**src/rtl/mmio_flag_unit.sv**
```systemverilog
// Memory-mapped flag/mailbox block: per-channel data latch, sticky flag and saturating write counter.
// Optional interrupt mask register and registered irq when MMIO_IRQ_EN is defined.

module mmio_flag_ch #(
  parameter int CNT_W = 16
) (
  input  logic             clk,
  input  logic             reset,
  input  logic             hit,
  input  logic [31:0]      wr_data,
  input  logic             clr,
  output logic [31:0]      data,
  output logic             sticky,
  output logic             pulse,
  output logic [CNT_W-1:0] cnt
);
  always_ff @(posedge clk) begin
    if (reset) begin
      data   <= '0;
      sticky <= 1'b0;
      pulse  <= 1'b0;
      cnt    <= '0;
    end else begin
      pulse  <= hit;
      // a set in the same cycle as a clear leaves the flag set
      sticky <= hit | (sticky & ~clr);
      if (hit) begin
        data <= wr_data;
        if (cnt != '1) cnt <= cnt + CNT_W'(1);
      end
    end
  end
endmodule

module mmio_flag_unit #(
  parameter logic [31:0] BASE_ADDR = 32'h0200_0000,
  parameter int          NUM_CH    = 4,
  parameter int          CNT_W     = 16
) (
  input  logic              clk,
  input  logic              reset,
  input  logic              MemWrite,
  input  logic [31:0]       Mem_WrAddr,
  input  logic [31:0]       Mem_WrData,
  input  logic              Rd_En,
  input  logic [31:0]       Rd_Addr,
  output logic [31:0]       Rd_Data,
  output logic              Rd_Valid,
  output logic [NUM_CH-1:0] hit,
  output logic [NUM_CH-1:0] flag_pulse,
  output logic [NUM_CH-1:0] flag_sticky,
  input  logic [NUM_CH-1:0] sticky_clr,
  output logic              irq
);
  localparam logic [31:0] STATUS_ADDR = BASE_ADDR + 32'(4*NUM_CH);
  localparam logic [31:0] MASK_ADDR   = STATUS_ADDR + 32'd4;
  localparam logic [31:0] CNT_BASE    = BASE_ADDR + 32'h40;

  logic [NUM_CH-1:0][31:0]      ch_data;
  logic [NUM_CH-1:0][CNT_W-1:0] ch_cnt;
  logic [NUM_CH-1:0]            clr;
  logic                         status_wr;
  logic [31:0]                  rd_next;

  always_comb begin
    hit = '0;
    for (int i = 0; i < NUM_CH; i++)
      hit[i] = MemWrite && (Mem_WrAddr == BASE_ADDR + 32'(4*i));
  end

  assign status_wr = MemWrite && (Mem_WrAddr == STATUS_ADDR);
  assign clr       = sticky_clr | ({NUM_CH{status_wr}} & Mem_WrData[NUM_CH-1:0]);

  for (genvar g = 0; g < NUM_CH; g++) begin : g_ch
    mmio_flag_ch #(.CNT_W(CNT_W)) u_ch (
      .clk     (clk),
      .reset   (reset),
      .hit     (hit[g]),
      .wr_data (Mem_WrData),
      .clr     (clr[g]),
      .data    (ch_data[g]),
      .sticky  (flag_sticky[g]),
      .pulse   (flag_pulse[g]),
      .cnt     (ch_cnt[g])
    );
  end

`ifdef MMIO_IRQ_EN
  logic [NUM_CH-1:0] irq_mask;

  always_ff @(posedge clk) begin
    if (reset) begin
      irq_mask <= '0;
      irq      <= 1'b0;
    end else begin
      if (MemWrite && (Mem_WrAddr == MASK_ADDR)) irq_mask <= Mem_WrData[NUM_CH-1:0];
      irq <= |(flag_sticky & irq_mask);
    end
  end
`else
  assign irq = 1'b0;
`endif

  // Later matches win, so data/status/mask take the slot if NUM_CH is large enough to overlap CH_CNT.
  always_comb begin
    rd_next = '0;
    for (int i = 0; i < NUM_CH; i++)
      if (Rd_Addr == CNT_BASE + 32'(4*i)) rd_next = 32'(ch_cnt[i]);
    for (int i = 0; i < NUM_CH; i++)
      if (Rd_Addr == BASE_ADDR + 32'(4*i)) rd_next = ch_data[i];
    if (Rd_Addr == STATUS_ADDR) rd_next = 32'(flag_sticky);
`ifdef MMIO_IRQ_EN
    if (Rd_Addr == MASK_ADDR) rd_next = 32'(irq_mask);
`endif
  end

  always_ff @(posedge clk) begin
    if (reset) begin
      Rd_Data  <= '0;
      Rd_Valid <= 1'b0;
    end else begin
      Rd_Valid <= Rd_En;
      if (Rd_En) Rd_Data <= rd_next;
    end
  end
endmodule
```
**config.mk**
```make
export PLATFORM = sky130hd
export DESIGN_NAME = mmio_flag_unit
export DESIGN_NICKNAME = d
export VERILOG_FILES = /design/src/rtl/mmio_flag_unit.sv
export SDC_FILE = /design/constraint.sdc
export NUM_CORES = 1
export LEC_CHECK = 0
export ABC_AREA = 1
export CAP_MARGIN = 10
export CELL_PAD_IN_SITES_DETAIL_PLACEMENT = 0
export CELL_PAD_IN_SITES_GLOBAL_PLACEMENT = 2
export CORE_AREA = 2 2 220 168
export CTS_CLUSTER_DIAMETER = 50
export DETAILED_ROUTE_END_ITERATION = 8
export DIE_AREA = 0 0 222 170
export HOLD_SLACK_MARGIN = 0.15
export PLACE_DENSITY = 0.95
export SETUP_SLACK_MARGIN = 0.15
export SLEW_MARGIN = 10
export SYNTH_ARGS = -nofsm -noshare
export SYNTH_HDL_FRONTEND = slang
export SYNTH_SLANG_ARGS = --single-unit
```
**constraint.sdc**
```tcl
create_clock -name clk -period 5.3 [get_ports clk]
set_clock_uncertainty 0.2 [all_clocks]
set_input_delay 0.795 -clock clk [delete_from_list [all_inputs] [get_ports clk]]
set_output_delay 0.795 -clock clk [all_outputs]
set_load 0.05 [all_outputs]
```
==> summary.md <==
| Metric | Value |
|---|---|
| Reg2Reg Setup Slack | 2.90 ns |
| Area contributors post-synth | dfxtp_1 (40%), nand2_1 (9.2%), o21ai_0 (9.0%) |
| Critical Path, Cell by Cell | clkdlybuf4s50_1, nor4_1, nand4_1, nor2_1, nand2_1, nor2_1, inv_1, nor2_1, clkdlybuf4s50_1 |
| Sw Ratio | 24.1% |
| Final #Nets | 1934 |
| Clock transition at the registers of the reported paths | 0.06 ns |
| Routed Antenna Nets | 0 |
| Mux share of post-synthesis cell area | 0% |
| CP startpoint kind | input pin |
| I/O pin count | 150 |
| Final Wtd Congestion | 0.873 |
| Final hold vios | 0 |
| PortBufs | 148 |
| Post-synth top area share | 40.2% |
| Starting density of the core | 32.7% |
| Worst-Margin Slew | 1.18 ns |
| Die height | 170 um |
| Core area | 0.0355 sq mm |
| Simple-gate share of the synthesized area | 29.3% |
| CP required | between 4 and 5 ns |
| Drt initial violations | 764 |
| Register area share after synthesis | between 40% and 50% |
| Fillers | 3718 |
| Drt first pass iters | 5 |
| Total gr overflow | 0 |
| Slowest CP cell | clkdlybuf4s50_1 |
| Post-synthesis cell type count | 37 |
| Met1 usage | between 20% and 30% |
| Post-route cell area | 0.0143 sq mm |
| Synthesized-area fraction occupied by adder cells | 0.431% |
| WP data arrival | 3.52 ns |
| Initial antenna violation count | 1 |
| Clk buf depth | 3 |
| Die Area | 0.0377 sq mm |
| Clock latency at the later pin of the worst-skew pair | 0.56 ns |
| YS warnings | 0 |
| Mapped Cells | 1719 |
| Largest family of logic cells by synthesized area | simple AND/OR/NAND/NOR gates |
| Vias in the first global route | about 11000 |
| CP Class | input pin to output pin |
| Top post-synthesis cells by count | nand2_1 (285), nor2_1 (271), dfxtp_1 (233), o21ai_0 (209), inv_1 (172) |
| CP dominant cell by count | nor2_1 |
| Max Fclk | between 200 and 250 MHz |
| Detailed Place HPWL | approximately 26000 um |
| Final Power | roughly 4.0 mW |
| Total net switching power | 0.956 mW |
| Die Wd | approximately 220 um |
| Final Cycle Share | 85.3% |
| Slew HR | 21.1% |
| Static Leak | 5.03 nW |
| Area of the multi-input gates | between 0.005 and 0.006 sq mm |
| Rows | 60 |
| DP Worst Slack | 0.762 ns |
| H-tree lvl count | 1 |
| TritonCTS clock tree | yes |
| Most frequent cell after synthesis | nand2_1 |
| Util after Layout | about 40% |
| Setup bufs post-CTS | 0 |
| Worst path max stage delay | 0.89 ns |
| PostCTS Resize Cnt | 0 |
| Endpoints failing setup | 0 |
| Post-route setup slack | 0.780 ns |
| Slew Viols, Final | 0 |
| Final TNS setup | 0 ns |
| XOR/XNOR Fraction of Synth Area | 2.41% |
| Maximum vdd drop | 0.204 mV |
| Synth-to-layout area growth | 23.5% |
| Diodes inserted | 0 |
| All-Layer GR Usage | 19.7% |
| Largest net degree at the start of global routing | 118 |
| Layout cell share with drive strength beyond 1 | 5.52% |
| P_int | 3.00 mW |
| First-pass GRT wire length | 59400 um |
| Drt drc | 0 |
| Combinational power share | 5.2% |
| Met2 global-route usage | 30.6% |
| Compound-Gate Fraction of Synth Area | 17.9% |
| Most used routing layer | met2 |
| Clock power frac | 50.6% |
| Max Cap Viol | 0 |
| CTS Buf Count | 31 |
| Hold WC Path Type | flop to flop |
| PwrDens | roughly 280 mW/mm^2 |
| Post-synth EDFFs | 0 |
| CP max FO | 6 |
| Sequential Power Share | 44.3% |
| Syn Area/Cell | 6.75 sq um |
| Post-synthesis async set-or-reset flop share | 0% |
| Wire per inst | approximately 16 um |
| Mapped Area | 0.0116 sq mm |
| Final Critical Period | 4.52 ns |
| Root Buffer Master | clkbuf_16 |
| Ys flop type | dfxtp_1 |
| Status | completed |
| Via-per-instance ratio | around 4.9 |
| WL final | ~38000 um |
| Most area-hungry cell type in the Yosys netlist | dfxtp_1 |
| Syn_nets | 1827 |
| Post-Place Cell Area | 0.0133 sq mm |
| Hold buffer count at CTS | 0 |
| RSZ-0062 raised after global routing | false |
| GR Layer Usage met3 | about 3.5% |
| CP Capture Type | output pin |
| Via count | around 11000 |
| Register area | between 0.004 and 0.005 sq mm |
| CTS Sinks | approximately 230 |
| Flops & latches, synth | 233 |
[per-stage QoR]
stage / std cells / hold WS (ns)
2_1_floorplan: 1719 / 0.225
4_1_cts: 2314 / 0.249
3_3_place_gp: 2258 / 0.234
3_5_place_dp: 2258 / 0.240
6_report: 2314 / 0.248
5_1_grt: 2314 / 0.261
[power groups by stage]
stage / Clock (mW) / Combinational, mW / Sequential [mW]
after CTS: 2.04 / 0.206 / 1.75
after global placement: 0 / 0.203 / 1.79
after global routing: 2.12 / 0.224 / 1.75
final: 2.00 / 0.204 / 1.75
after floorplan: 0 / 0.0793 / 1.79
after detailed placement: 0 / 0.205 / 1.79
[registers in the layout, summed over array words and instances (netlist names)]
register and count:
g_ch.u_ch.sticky 4, g_ch.u_ch.cnt 64, g_ch.u_ch.data 128, Rd_Data 32
g_ch.u_ch.pulse 4, Rd_Valid 1
[placed cells by master, fill, tap and decap left out, drive strengths merged]
master         synthesis  final
nand2                294    294
nor2                 277    277
dfxtp                233    233
o21ai                220    220
inv                  181    187
a21oi                147    147
clkdlybuf4s50          0    147
nand3                 84     84
nor3                  48     48
nand4                 42     42
clkbuf                53     39
xor2                  27     27
nor4                  18     18
o21bai                17     17
buf                   37     17
o21a                  12     12
nor3b                 11     11
clkinv                 3     10
xnor2                  5      5
ha                     4      4
clkinvlp               0      4
o2111ai                2      2
or2                    1      1
a22o                   1      1
nor4b                  1      1
conb                   1      1
[cell type report]
type | instances | share of cell area, %
clock buffer | 39 | 5.97
multi-input combinational | 1212 | 40.5
clock inverter | 17 | 0.942
timing repair buffer | 164 | 11.2
sequential | 233 | 32.5
tap | 465 | 4.06
inverter | 184 | 4.82
[worst max-delay path: cells and delay by family]
family | cells | cell delay, ns
buf+inv | 3 | 1.41
simple gates | 6 | 1.31
[per-layer routing]
| layer | part of all wire [%] | vias to the layer above |
|---|---|---|
| met3 | 6.6 | 62 |
| met5 | 0.029 | - |
| met1 | 49 | 5219 |
| met4 | 2.3 | 2 |
| met2 | 42 | 303 |
| li1 | - | 5849 |
[cells by family after synthesis]
| family | Yosys count |
|---|---|
| other | 1 |
| buffers and inverters | 274 |
| flip-flops | 233 |
| AND/OR/NAND/NOR | 776 |
| adder cells (fa/ha/maj) | 4 |
| AO/OA/AOI/OAI | 399 |
| XOR/XNOR | 32 |
[worst paths after layout]
path,endpoint,start,cells after the start
worst max-delay path,hit[0],Mem_WrAddr[17],9
worst min-delay path,g_ch[2].u_ch.data[18],g_ch[2].u_ch.data[18],2
worst max register to register,g_ch[0].u_ch.cnt[7],g_ch[0].u_ch.cnt[0],8
worst min register to register,g_ch[2].u_ch.data[18],g_ch[2].u_ch.data[18],2
Note: power is estimated with default switching activity, not from simulation.
